`src/rtl/immgen_pipe.sv`:
```
// rtl/immgen_pipe.sv - registered immediate generator with opcode decoder and 2-entry result FIFO
// Results are built at push time and held in a two-slot shift FIFO; slot 0 is always the head.
module immgen_pipe #(
  parameter int XLEN     = 32,
  parameter bit AUTO_SEL = 1'b1
) (
  input  logic            i_clk,
  input  logic            i_rst_n,
  input  logic            i_flush,
  input  logic            i_valid,
  output logic            o_ready,
  input  logic [31:0]     i_inst,
  input  logic [2:0]      i_immsel,
  output logic            o_valid,
  input  logic            i_ready,
  output logic [XLEN-1:0] o_imm,
  output logic [2:0]      o_fmt,
  output logic            o_illegal,
  output logic [31:0]     o_inst
);

  localparam logic [2:0] FMT_R = 3'b000;
  localparam logic [2:0] FMT_I = 3'b001;
  localparam logic [2:0] FMT_S = 3'b010;
  localparam logic [2:0] FMT_B = 3'b011;
  localparam logic [2:0] FMT_J = 3'b100;
  localparam logic [2:0] FMT_U = 3'b101;
  localparam logic [2:0] FMT_Z = 3'b110;
  localparam logic [2:0] FMT_X = 3'b111;

  typedef struct packed {
    logic [XLEN-1:0] imm;
    logic [2:0]      fmt;
    logic            ill;
    logic [31:0]     inst;
  } entry_t;

  logic [2:0]  fmt_dec;
  logic [2:0]  fmt_sel;
  logic [31:0] imm32;
  entry_t      new_ent;

  entry_t      slot0_q, slot0_d;
  entry_t      slot1_q, slot1_d;
  logic [1:0]  cnt_q, cnt_d;
  logic        rdy_en_q;
  logic        push, pop;

  always_comb begin
    fmt_dec = FMT_X;
    case (i_inst[6:0])
      7'b0110011:                         fmt_dec = FMT_R;
      7'b0010011, 7'b0000011, 7'b1100111: fmt_dec = FMT_I;
      7'b1110011:                         fmt_dec = i_inst[14] ? FMT_Z : FMT_I;
      7'b0100011:                         fmt_dec = FMT_S;
      7'b1100011:                         fmt_dec = FMT_B;
      7'b1101111:                         fmt_dec = FMT_J;
      7'b0110111, 7'b0010111:             fmt_dec = FMT_U;
      default:                            fmt_dec = FMT_X;
    endcase
  end

  assign fmt_sel = AUTO_SEL ? fmt_dec : i_immsel;

  // Every format fits a sign-correct 32-bit value; widening to XLEN replicates bit 31.
  always_comb begin
    imm32 = 32'd0;
    case (fmt_sel)
      FMT_I:   imm32 = {{20{i_inst[31]}}, i_inst[31:20]};
      FMT_S:   imm32 = {{20{i_inst[31]}}, i_inst[31:25], i_inst[11:7]};
      FMT_B:   imm32 = {{19{i_inst[31]}}, i_inst[31], i_inst[7], i_inst[30:25],
                        i_inst[11:8], 1'b0};
      FMT_J:   imm32 = {{11{i_inst[31]}}, i_inst[31], i_inst[19:12], i_inst[20],
                        i_inst[30:21], 1'b0};
      FMT_U:   imm32 = {i_inst[31:12], 12'd0};
      FMT_Z:   imm32 = {27'd0, i_inst[19:15]};
      default: imm32 = 32'd0;
    endcase
  end

  always_comb begin
    new_ent          = '0;
    new_ent.imm      = {XLEN{imm32[31]}};
    new_ent.imm[31:0] = imm32;
    new_ent.fmt      = fmt_sel;
    new_ent.ill      = (fmt_sel == FMT_X);
    new_ent.inst     = i_inst;
  end

  assign o_ready = rdy_en_q & (cnt_q != 2'd2);
  assign o_valid = (cnt_q != 2'd0);
  assign push    = i_valid & o_ready;
  assign pop     = o_valid & i_ready;

  always_comb begin
    slot0_d = slot0_q;
    slot1_d = slot1_q;
    cnt_d   = cnt_q;
    if (i_flush) begin
      cnt_d = 2'd0;
    end else if (push && pop) begin
      // Only reachable with one entry held, so the new entry becomes the head.
      slot0_d = new_ent;
    end else if (push) begin
      if (cnt_q == 2'd0) slot0_d = new_ent;
      else               slot1_d = new_ent;
      cnt_d = cnt_q + 2'd1;
    end else if (pop) begin
      if (cnt_q == 2'd2) slot0_d = slot1_q;
      cnt_d = cnt_q - 2'd1;
    end
  end

  always_ff @(posedge i_clk) begin
    if (!i_rst_n) begin
      slot0_q  <= '0;
      slot1_q  <= '0;
      cnt_q    <= 2'd0;
      rdy_en_q <= 1'b0;
    end else begin
      slot0_q  <= slot0_d;
      slot1_q  <= slot1_d;
      cnt_q    <= cnt_d;
      rdy_en_q <= 1'b1;
    end
  end

  assign o_imm     = slot0_q.imm;
  assign o_fmt     = slot0_q.fmt;
  assign o_illegal = slot0_q.ill;
  assign o_inst    = slot0_q.inst;

endmodule

```
`config.mk`:
```
export PLATFORM = sky130hd
export DESIGN_NAME = immgen_pipe
export DESIGN_NICKNAME = d
export VERILOG_FILES = /design/src/rtl/immgen_pipe.sv
export SDC_FILE = /design/constraint.sdc
export NUM_CORES = 1
export LEC_CHECK = 0
export ABC_CLOCK_PERIOD_IN_PS = 2900
export CAP_MARGIN = 20
export CORE_ASPECT_RATIO = 2
export CORE_MARGIN = 2
export CORE_UTILIZATION = 45
export DETAILED_ROUTE_END_ITERATION = 16
export GPL_TIMING_DRIVEN = 1
export PLACE_DENSITY = 0.84
export SYNTH_ARGS = -nofsm -noshare
export SYNTH_HDL_FRONTEND = slang
export SYNTH_SLANG_ARGS = --single-unit
```
`constraint.sdc`:
```
create_clock -name i_clk -period 2.9 [get_ports i_clk]
set_input_delay 0.58 -clock i_clk [delete_from_list [all_inputs] [get_ports i_clk]]
set_output_delay 0.58 -clock i_clk [all_outputs]
set_load 0.05 [all_outputs]
```
== After elaboration in Yosys (flattened, before gate mapping) ==
Index checks and enable logic that the tools add are counted.
Widths: inputs -> output; s select.

* Input port bits: 40
* Output and inout port bits: 70
* Register bits after elaboration: 139
* Word-level logic and storage cells: 62

* Bitwise logic cells: 7
* Muxes and demuxes: 11
* Add/sub/neg operators: 2
* Reduce and logical (&&, ||, !) cells: 12
* Equality and inequality tests: 20

{| class="wikitable"
|+ Operators with widths
! operator !! count
|-
| $mux 68 || 5
|-
| $pmux 32 s6 || 1
|-
| $eq 7x7->1 const B || 4
|-
| $eq 7x6->1 const B || 3
|-
| $pmux 3 s7 || 1
|-
| $eq 7x5->1 const B || 2
|-
| $eq 3x3->1 const B || 4
|-
| $reduce_and 4->1 || 2
|-
| $eq 7x2->1 const B || 1
|-
| $eq 3x2->1 const B || 2
|-
| $reduce_bool 3->1 || 2
|-
| $mux 2 || 2
|-
| $not 1->1 || 4
|-
| $reduce_bool 2->1 || 2
|-
| $reduce_or 2->1 || 2
|-
| $and 1x1->1 || 3
|-
| $eq 3x1->1 const B || 1
|-
| $mux 3 || 1
|-
| $ne 3x1->1 const B || 1
|-
| $reduce_or 3->1 || 1
|-
| $add 2x1->2 const B || 1
|-
| $eq 2x2->1 const B || 1
|-
| $logic_not 2->1 || 1
|-
| $ne 2x2->1 const B || 1
|-
| other kinds (4) || 4
|}

== Depth between registers and ports, before layout ==
Gate-level depths: netlist of the first run.

* Depth in word-level cells: 8
* Gate-level depth with buffers: 14
* Mapped depth without buffers: 9

== Worst setup path after synthesis of the first run ==
Ideal clock, no wire load.

* Path kind: register to register
* From: register cnt_q[0]
* To: register slot0_q, in the netlist o_fmt[0]
* Cell stages (with the launch flop): 15
* Arrival: 2.579 ns
* Slack: 0.203 ns
* Path through: dfxtp_1 > buf_2 > nand2b_1 > nand3_1 > inv_2 > buf_2 > buf_2 > ha_1 > nand2b_1 > a21oi_1 > o21ai_1 > buf_2 > buf_2 > nor2_1 > a32o_1

* Longest elaborated chain between the ends: 6
* Elaborated cells on any way between the ends: 14
* Those cells by class: 3 x eq/ne; 2 x mux; 3 x bitwise; 6 x reduce/logical

{| class="wikitable"
|+ RTL lines
! what !! line !! RTL
|-
| start: declaration || 45 || <nowiki>logic [1:0] cnt_q, cnt_d;</nowiki>
|-
| start signal: assignment || 123 || <nowiki>cnt_q <= cnt_d;</nowiki>
|-
| $ne 2x2->1 || 90 || <nowiki>assign o_ready = rdy_en_q & (cnt_q != 2'd2);</nowiki>
|-
| $and 1x1->1 || 90 ||
|-
| $and 1x1->1 || 92 || <nowiki>assign push = i_valid & o_ready;</nowiki>
|-
| $logic_and 1x1->1 || 101 || <nowiki>end else if (push && pop) begin</nowiki>
|-
| $ne 3x1->1 (no source line) / $reduce_bool 3->1 (equally long branches) || n/a ||
|-
| $reduce_and 4->1 (no source line) || n/a ||
|-
| end signal: assignment || 121 || <nowiki>slot0_q <= slot0_d;</nowiki>
|-
| end: declaration || 43 || <nowiki>entry_t slot0_q, slot0_d;</nowiki>
|}

Parallel ways exist; a longest one is shown, timed or not.
A chain may end at the register's enable or synchronous reset.

== Worst setup path after layout of the first run ==
* From: register cnt_q[0]
* To: output port o_ready

* Longest elaborated chain between the ends: 2

{| class="wikitable"
|+ RTL lines
! what !! line !! RTL
|-
| $ne 2x2->1 || 90 ||
|-
| $and 1x1->1 || 90 ||
|-
| end: declaration || 11 || <nowiki>output logic o_ready,</nowiki>
|}

Every way passes these cells.

==> reports/qor.log, run 1 <==
[pwr] post-layout total power 4.77 mW
[pwr] Leak 2.79 nW
[synth] share of flip-flops with an asynchronous set or reset 0%
[drt] wire length per cell 18.4 um
[clock_tree] Num Clock Sinks 139
[synth] Synth Flop Type sky130_fd_sc_hd__dfxtp_1
[synth] most area-consuming cells after synthesis sky130_fd_sc_hd__dfxtp_1, sky130_fd_sc_hd__nand2_1, sky130_fd_sc_hd__a21oi_1, sky130_fd_sc_hd__a311oi_1, sky130_fd_sc_hd__nor2_1
[cells_and_area] Area growth, synth to finish 29.7%
[synth] number of enable flip-flop cells after synthesis 0
[synth] average cell area after synthesis 8.18 um2
[drt] Initial DRC Count 550
[clock_tree] TritonCTS clock tree yes
[die] die area 14900 um2
[die] Die Wd 87.3 um
[grt] initial antenna violation count 0
[clock_tree] clock edge transition at the registers on the reported setup and hold paths 0.06 ns
[synth] count of unique library cells instantiated by Yosys 69
[die] Die Span Y 171 um
[synth] Yosys top cell by area sky130_fd_sc_hd__dfxtp_1
[sta] worst clock skew 0.00550 ns
[sta] maximum operating frequency 376 MHz
[setup_path] Worst Setup Path Type reg -> out
[clock_tree] cell at the root of the clock tree sky130_fd_sc_hd__clkbuf_16
[setup_path] Worst path top cell family by delay buffers and inverters
[synth] Post-synth top cells sky130_fd_sc_hd__nand2_1, sky130_fd_sc_hd__dfxtp_1, sky130_fd_sc_hd__a21oi_1
[grt] total routing usage reported by global routing 25.7%
[setup_path] WP depth 3
[grt] remaining global-route overflow 0
[drt] total via count after detailed routing 6162
[cells_and_area] Final #Nets 895
[setup_path] CP Launch Type flip-flop
[sta] Worst Max-Slew Pin Slew 0.675 ns
[synth] number of register bits inferred by synthesis 139
[cells_and_area] count of fill cells added during filler insertion 1194
[grt] vias in the first global route 5818
[die] effective utilization at floorplan 46.2%
[die] number of I/O pins 110
[place] PortBufs 106
[place] global placement routability congestion 0.910
[sta] number of slew-limit violations in the final report 0
[setup_path] cells traversed along the worst timing path nand2b_1 -> and2_1 -> clkdlybuf4s50_1
[outcome] outcome finished, final reports clean
[worst_hold_path] Hold Path Cell Cnt 2
[drt] total length of routed wires 18800 um
[sta] final-layout setup total negative slack 0 ns
[pwr] Max IR drop VDD 0.513 mV
[sta] worst slew margin relative to its limit 55.0%
[sta] final hold violation count 0
[cells_and_area] multi-input gate area in the final layout 3160 um2
[synth] Post-Syn Area 6240 um2
[clock_tree] Longest Clk Path Bufs 2
[die] core region area 13500 um2
[synth] count leader, synth sky130_fd_sc_hd__nand2_1
[grt] maximum number of pins on one net before global-route repair 64
[synth] Synth warnings 0
[synth] top cell type's share of synthesized area 44.6%
[setup_path] data required time at the worst endpoint 2.32 ns
[clock_tree] number of buffers added for setup after CTS 0
[synth] instance count of the mapped netlist 763
[setup_path] arrival time of data at the critical path endpoint 2.08 ns
[sta] RSZ-0062 raised after global routing false
[worst_hold_path] worst min-delay path class reg -> reg
[clock_tree] worst skew pair latency 0.42 ns
[cells_and_area] proportion of layout cells with a drive suffix above 1 10.6%
[synth] sequential element share of the synthesized area 44.6%
[pwr] power per standard cell area 589 nW/um2
[drt] DRC violation count after routing 0
[clock_tree] H-tree depth 4
[sta] Final period util 91.7%
[sta] final number of setup-violating endpoints 0
[drt] routed vias/inst 6.04
[die] number of rows in the core area 60
[place] HPWL Detailed 12800 um
[setup_path] cell at the slowest stage of the critical path sky130_fd_sc_hd__clkdlybuf4s50_1
[setup_path] reg2reg path depth 9
[setup_path] register-to-register path setup slack 0.41 ns
[setup_path] CP peak stage delay 0.80 ns
[grt] global-route wire length before repair 29500 um
[sta] min Tclk post-route 2.66 ns
[synth] Synth Net Count 806
[clock_tree] Resized cells post-CTS 0
[drt] detailed-router iteration count before antenna repair 9
[run] Max Cap Violations 0
[setup_path] maximum fanout along the worst path 9
[cells_and_area] number of antenna cells inserted 0
[setup_path] count of buffer and inverter cells on the critical path 1
[clock_tree] number of buffers created by CTS 17
[clock_tree] hold buffers post-CTS 0
[drt] number of nets still failing antenna checks after routing 0
[setup_path] endpoint kind of the worst setup timing path output port
[cells_and_area] area taken by flip-flops and latches 2780 um2
==> worst register-to-register path: cells and delay by family (launching register included) <==
family                   cells  cell delay, ns
AO/OA/AOI/OAI                3            0.93
AND/OR/NAND/NOR              4            0.78
flip-flops                   1            0.40
adder cells (fa/ha/maj)      1            0.23
buffers and inverters        1            0.05
==> flip-flops by register name (all words and copies together), names as in the netlist <==
name	cells
o_imm	32
rdy_en_q	1
slot1_q	68
o_fmt	3
o_illegal	1
cnt_q	2
o_inst	32
==> worst paths after layout <==
kind,start,endpoint
max,cnt_q[0]$_SDFFE_PP0P_,o_ready
min reg2reg,slot1_q[30]$_SDFFE_PN0P_,slot1_q[30]$_SDFFE_PN0P_
max reg2reg,cnt_q[0]$_SDFFE_PP0P_,o_imm[2]$_SDFFE_PN0P_
min,slot1_q[30]$_SDFFE_PN0P_,slot1_q[30]$_SDFFE_PN0P_
==> layer usage <==
metal,up-vias,part of all wire (%),track usage [%]
li1,2888,-,-
met1,2899,35,27.3
met2,280,51,43.2
met3,95,5.4,5.64
met4,0,8.5,19.1
met5,-,0,0
==> layout make-up <==
cell class	count	share of cell area, %
Multi-Input combinational cell	553	39.0
Clock inverter	13	2.07
Inverter	7	0.325
Sequential cell	139	34.4
Tap cell	155	2.40
Clock buffer	19	5.47
Timing Repair Buffer	134	16.3
==> cell families (layout without fill, tap and decap cells) <==
group           after synthesis  count (layout)  synth area share (%)
buf+inv                      71             173                  4.95
flops                       139             139                  44.6
xor+xnor                      3               3                 0.421
simple gates                332             332                  24.9
compound gates              212             212                  24.0
fa+ha+maj                     3               3                 0.602
mux                           3               3                 0.481
==> placed cells by master (no fill, tap or decap), types with 9 or more instances in the layout <==
cell type	Yosys	final
sky130_fd_sc_hd__a211oi_1	9	9
sky130_fd_sc_hd__nor2_1	63	63
sky130_fd_sc_hd__nand2_1	169	169
sky130_fd_sc_hd__o211ai_1	9	9
sky130_fd_sc_hd__nand3_1	27	26
sky130_fd_sc_hd__a21oi_1	65	65
sky130_fd_sc_hd__dfxtp_1	139	139
sky130_fd_sc_hd__nand2b_1	15	15
sky130_fd_sc_hd__nor3_1	15	15
sky130_fd_sc_hd__clkdlybuf4s50_1	0	106
sky130_fd_sc_hd__buf_4	3	24
sky130_fd_sc_hd__o21ai_0	36	36
sky130_fd_sc_hd__a311oi_1	33	33
sky130_fd_sc_hd__clkbuf_16	0	17
==> metrics by stage <==
step | setup slack (ns) | cell area, um2 | hold slack (ns) | instances | util, %
6_report | 0.241 | 8090 | 0.454 | 1020 | 59.9
5_1_grt | 0.154 | 8090 | 0.473 | 1020 | 59.9
4_1_cts | 0.226 | 8090 | 0.455 | 1020 | 59.9
3_5_place_dp | 0.0335 | 7480 | 0.447 | 988 | 55.4
3_3_place_gp | 0.0341 | 7480 | 0.442 | 988 | 55.4
2_1_floorplan | 0.203 | 6240 | 0.436 | 763 | -
==> report_power, final <==
part / leakage, nW / total, mW / switching (mW) / internal [mW]
Combinational: 1.37 / 0.558 / 0.366 / 0.193
Sequential: 1.12 / 1.98 / 0.0274 / 1.95
Clock: 0.294 / 2.23 / 0.849 / 1.38
Total: 2.79 / 4.77 / 1.24 / 3.53
Power figures use the tool's default switching activity.
==> inputs of run 2 (changes only) <==
--- a/config.mk
+++ b/config.mk
@@ -5,14 +5,14 @@
 export SDC_FILE = /design/constraint.sdc
 export NUM_CORES = 1
 export LEC_CHECK = 0
-export ABC_CLOCK_PERIOD_IN_PS = 2900
+export ABC_CLOCK_PERIOD_IN_PS = 3100
 export CAP_MARGIN = 20
 export CORE_ASPECT_RATIO = 2
 export CORE_MARGIN = 2
 export CORE_UTILIZATION = 45
 export DETAILED_ROUTE_END_ITERATION = 16
 export GPL_TIMING_DRIVEN = 1
-export PLACE_DENSITY = 0.84
+export PLACE_DENSITY = 0.81
 export SYNTH_ARGS = -nofsm -noshare
 export SYNTH_HDL_FRONTEND = slang
 export SYNTH_SLANG_ARGS = --single-unit
==> constraint.sdc (replaced) <==
create_clock -name i_clk -period 3.1 [get_ports i_clk]
set_input_delay 0.62 -clock i_clk [delete_from_list [all_inputs] [get_ports i_clk]]
set_output_delay 0.62 -clock i_clk [all_outputs]
set_load 0.05 [all_outputs]
==> run 2 against run 1 <==
Against the previous run:
- combinational power decreased by 7.2%
- critical path depth did not move
- via count shrank 1.8%
- sequential power is 7% lower
- worst setup slack improved by 0.17 ns
- sequential share of layout area is 0.14 points higher
- final area shrank 0.42%
- power fell by 6.8%
- clock-buffer cell count grew 2
- utilization decreased by 0.25 points
- register-to-register slack gained 0.11 ns
- die area did not move
==> reports/qor.log, run 2 (synthesis results as in run 1) <==
[clock_tree] clock edge transition at the registers on the reported setup and hold paths 0.06 ns [about the same]
[setup_path] terminus of the critical flop-to-flop path slot1_q[61]$_SDFFE_PN0P_
[drt] wire length per cell 18.2 um [-1.3%]
[cells_and_area] count of fill cells added during filler insertion 1197 [+0.25%]
[worst_hold_path] hold_sp slot1_q[17]$_SDFFE_PN0P_
[clock_tree] number of buffers added for setup after CTS 0 [unchanged]
[clock_tree] H-tree depth 4 [unchanged]
[cells_and_area] Final #Nets 895 [unchanged]
[worst_hold_path] worst min-delay path endpoint slot1_q[17]$_SDFFE_PN0P_
[sta] min Tclk post-route 2.69 ns
[die] die area 14900 um2 [unchanged]
[sta] final hold violation count 0 [unchanged]
[setup_path] cell at the slowest stage of the critical path sky130_fd_sc_hd__clkdlybuf4s50_1
[clock_tree] Resized cells post-CTS 0 [unchanged]
[drt] detailed-router iteration count before antenna repair 5 [-4]
[die] number of I/O pins 110 [unchanged]
[place] PortBufs 106 [unchanged]
[setup_path] CP Launch Type flip-flop
[setup_path] data required time at the worst endpoint 2.48 ns [+0.16 ns]
[die] Die Span Y 171 um [unchanged]
[place] worst slack after detailed placement 0.116 ns [+0.0821 ns]
[die] effective utilization at floorplan 46.2% [unchanged]
[outcome] outcome finished, final reports clean
[run] Max Cap Violations 0 [unchanged]
[sta] number of slew-limit violations in the final report 0 [unchanged]
[setup_path] CP startpoint cnt_q[0]$_SDFFE_PP0P_
[clock_tree] number of buffers created by CTS 17 [unchanged]
[setup_path] register-to-register path setup slack 0.52 ns [+0.11 ns]
[setup_path] arrival time of data at the critical path endpoint 2.07 ns [about the same]
[worst_hold_path] Hold Path Cell Cnt 2 [unchanged]
[sta] worst clock skew 0.00568 ns [+0.000184 ns]
[cells_and_area] register with the most flip-flops slot1_q
[sta] maximum operating frequency 372 MHz
[die] Die Wd 87.3 um [unchanged]
[setup_path] cells traversed along the worst timing path nand2b_1 -> and2_1 -> clkdlybuf4s50_1
[drt] routed vias/inst 5.94 [-1.7%]
[place] global placement routability congestion 0.911 [about the same]
[pwr] Max IR drop VDD 0.357 mV [-30%]
[grt] vias in the first global route 5730 [-1.5%]
[sta] worst slew margin relative to its limit 49.1% [-5.9 points]
[clock_tree] Num Clock Sinks 139 [unchanged]
[cells_and_area] area taken by flip-flops and latches 2780 um2 [unchanged]
[setup_path] maximum fanout along the worst path 9 [unchanged]
[sta] RSZ-0062 raised after global routing false
[grt] maximum number of pins on one net before global-route repair 65 [+1.6%]
[grt] remaining global-route overflow 0 [unchanged]
[grt] global-route wire length before repair 29200 um [-1.1%]
[cells_and_area] proportion of layout cells with a drive suffix above 1 10.4% [-0.22 points]
[sta] final number of setup-violating endpoints 0 [unchanged]
[clock_tree] TritonCTS clock tree yes
[drt] total length of routed wires 18500 um [-1.4%]
[pwr] Leak 2.77 nW [-0.66%]
[setup_path] startpoint of the most critical register-to-register path cnt_q[0]$_SDFFE_PP0P_
[clock_tree] hold buffers post-CTS 0 [unchanged]
[drt] DRC violation count after routing 0 [unchanged]
[drt] number of nets still failing antenna checks after routing 0 [unchanged]
[die] core region area 13500 um2 [unchanged]
[worst_hold_path] worst min-delay path class reg -> reg
[grt] total routing usage reported by global routing 25.2% [-0.54 points]
[cells_and_area] number of antenna cells inserted 0 [unchanged]
[setup_path] Worst Setup Path Type reg -> out
[cells_and_area] multi-input gate area in the final layout 3160 um2 [unchanged]
[clock_tree] Longest Clk Path Bufs 2 [unchanged]
[drt] Initial DRC Count 493 [-10%]
[place] HPWL Detailed 12600 um [-1.5%]
[setup_path] reg2reg path depth 8 [-1]
[sta] slack of the critical path 0.413 ns [+0.172 ns]
[sta] final-layout setup total negative slack 0 ns [unchanged]
[drt] total via count after detailed routing 6054 [-1.8%]
[clock_tree] cell at the root of the clock tree sky130_fd_sc_hd__clkbuf_16
[sta] Worst Max-Slew Pin Slew 0.763 ns [+0.0875 ns]
[cells_and_area] max reg flops 68 [unchanged]
[clock_tree] worst skew pair latency 0.41 ns [about the same]
[sta] Final period util 86.7%
[cells_and_area] most frequent cells in the layout sky130_fd_sc_hd__nand2_1, sky130_fd_sc_hd__dfxtp_1, sky130_fd_sc_hd__clkdlybuf4s50_1, sky130_fd_sc_hd__a21oi_1, sky130_fd_sc_hd__nor2_1
[die] number of rows in the core area 60 [unchanged]
[pwr] power per standard cell area 552 nW/um2 [-6.4%]
[setup_path] CP peak stage delay 0.79 ns [about the same]
[setup_path] endpoint kind of the worst setup timing path output port
[cells_and_area] Area growth, synth to finish 29.1%
[cells_and_area] most common cell after layout, fill and taps aside sky130_fd_sc_hd__nand2_1
[grt] initial antenna violation count 0 [unchanged]
==> run 2: worst max path at each step <==
stage	slack, ns	depth (start not counted)	to
final	0.41	3	o_ready
after global routing	0.34	3	o_ready
after CTS	0.40	3	o_ready
after detailed placement	0.12	6	slot1_q[61]$_SDFFE_PN0P_
after global placement	0.15	9	o_imm[24]$_SDFFE_PN0P_
after floorplan	0.39	12	o_fmt[0]$_SDFFE_PN0P_
==> run 2: metrics by stage <==
stage / std cells / total power, mW / hold WS, ns / area (um2) / util (%)
detailed placement: 988 / 2.40 / 0.448 / 7450 / 55.2
finish: 1019 / 4.44 / 0.456 / 8060 / 59.6
CTS: 1019 / 4.45 / 0.456 / 8060 / 59.6
floorplan: 763 / 2.20 / 0.436 / 6240 / -
global placement: 988 / 2.40 / 0.442 / 7450 / 55.2
global route: 1019 / 4.59 / 0.475 / 8060 / 59.6
==> run 2: routing by layer <==
metal  GRT usage (%)  wire length (um)  vias up  share of wire (%)
met5               0                 0        -                  0
met3            4.73               854       48                4.6
met4            13.2               927        0                5.0
met2            44.0              9920      225                 54
li1                -                 -     2891                  -
met1            28.1              6830     2890                 37
==> run 2: final cells by class <==
class	count	share of cell area, %
Clock buffer	21	5.72
Clock inverter	10	1.75
Inverter	7	0.326
Multi-Input combinational cell	553	39.2
Sequential cell	139	34.5
Tap cell	155	2.41
Timing Repair Buffer	134	16.1
==> run 2: power breakdown <==
part	leakage (nW)	switching (mW)	internal [mW]
clock	0.290	0.771	1.31
combinational	1.36	0.340	0.179
sequential	1.12	0.0245	1.83
total	2.77	1.13	3.31
==> run 2: worst max-delay path: cells and delay by family, from the launching register on <==
kind          cells  cell delay, ns
buf+inv           1            0.79
flops             1            0.50
simple gates      2            0.36
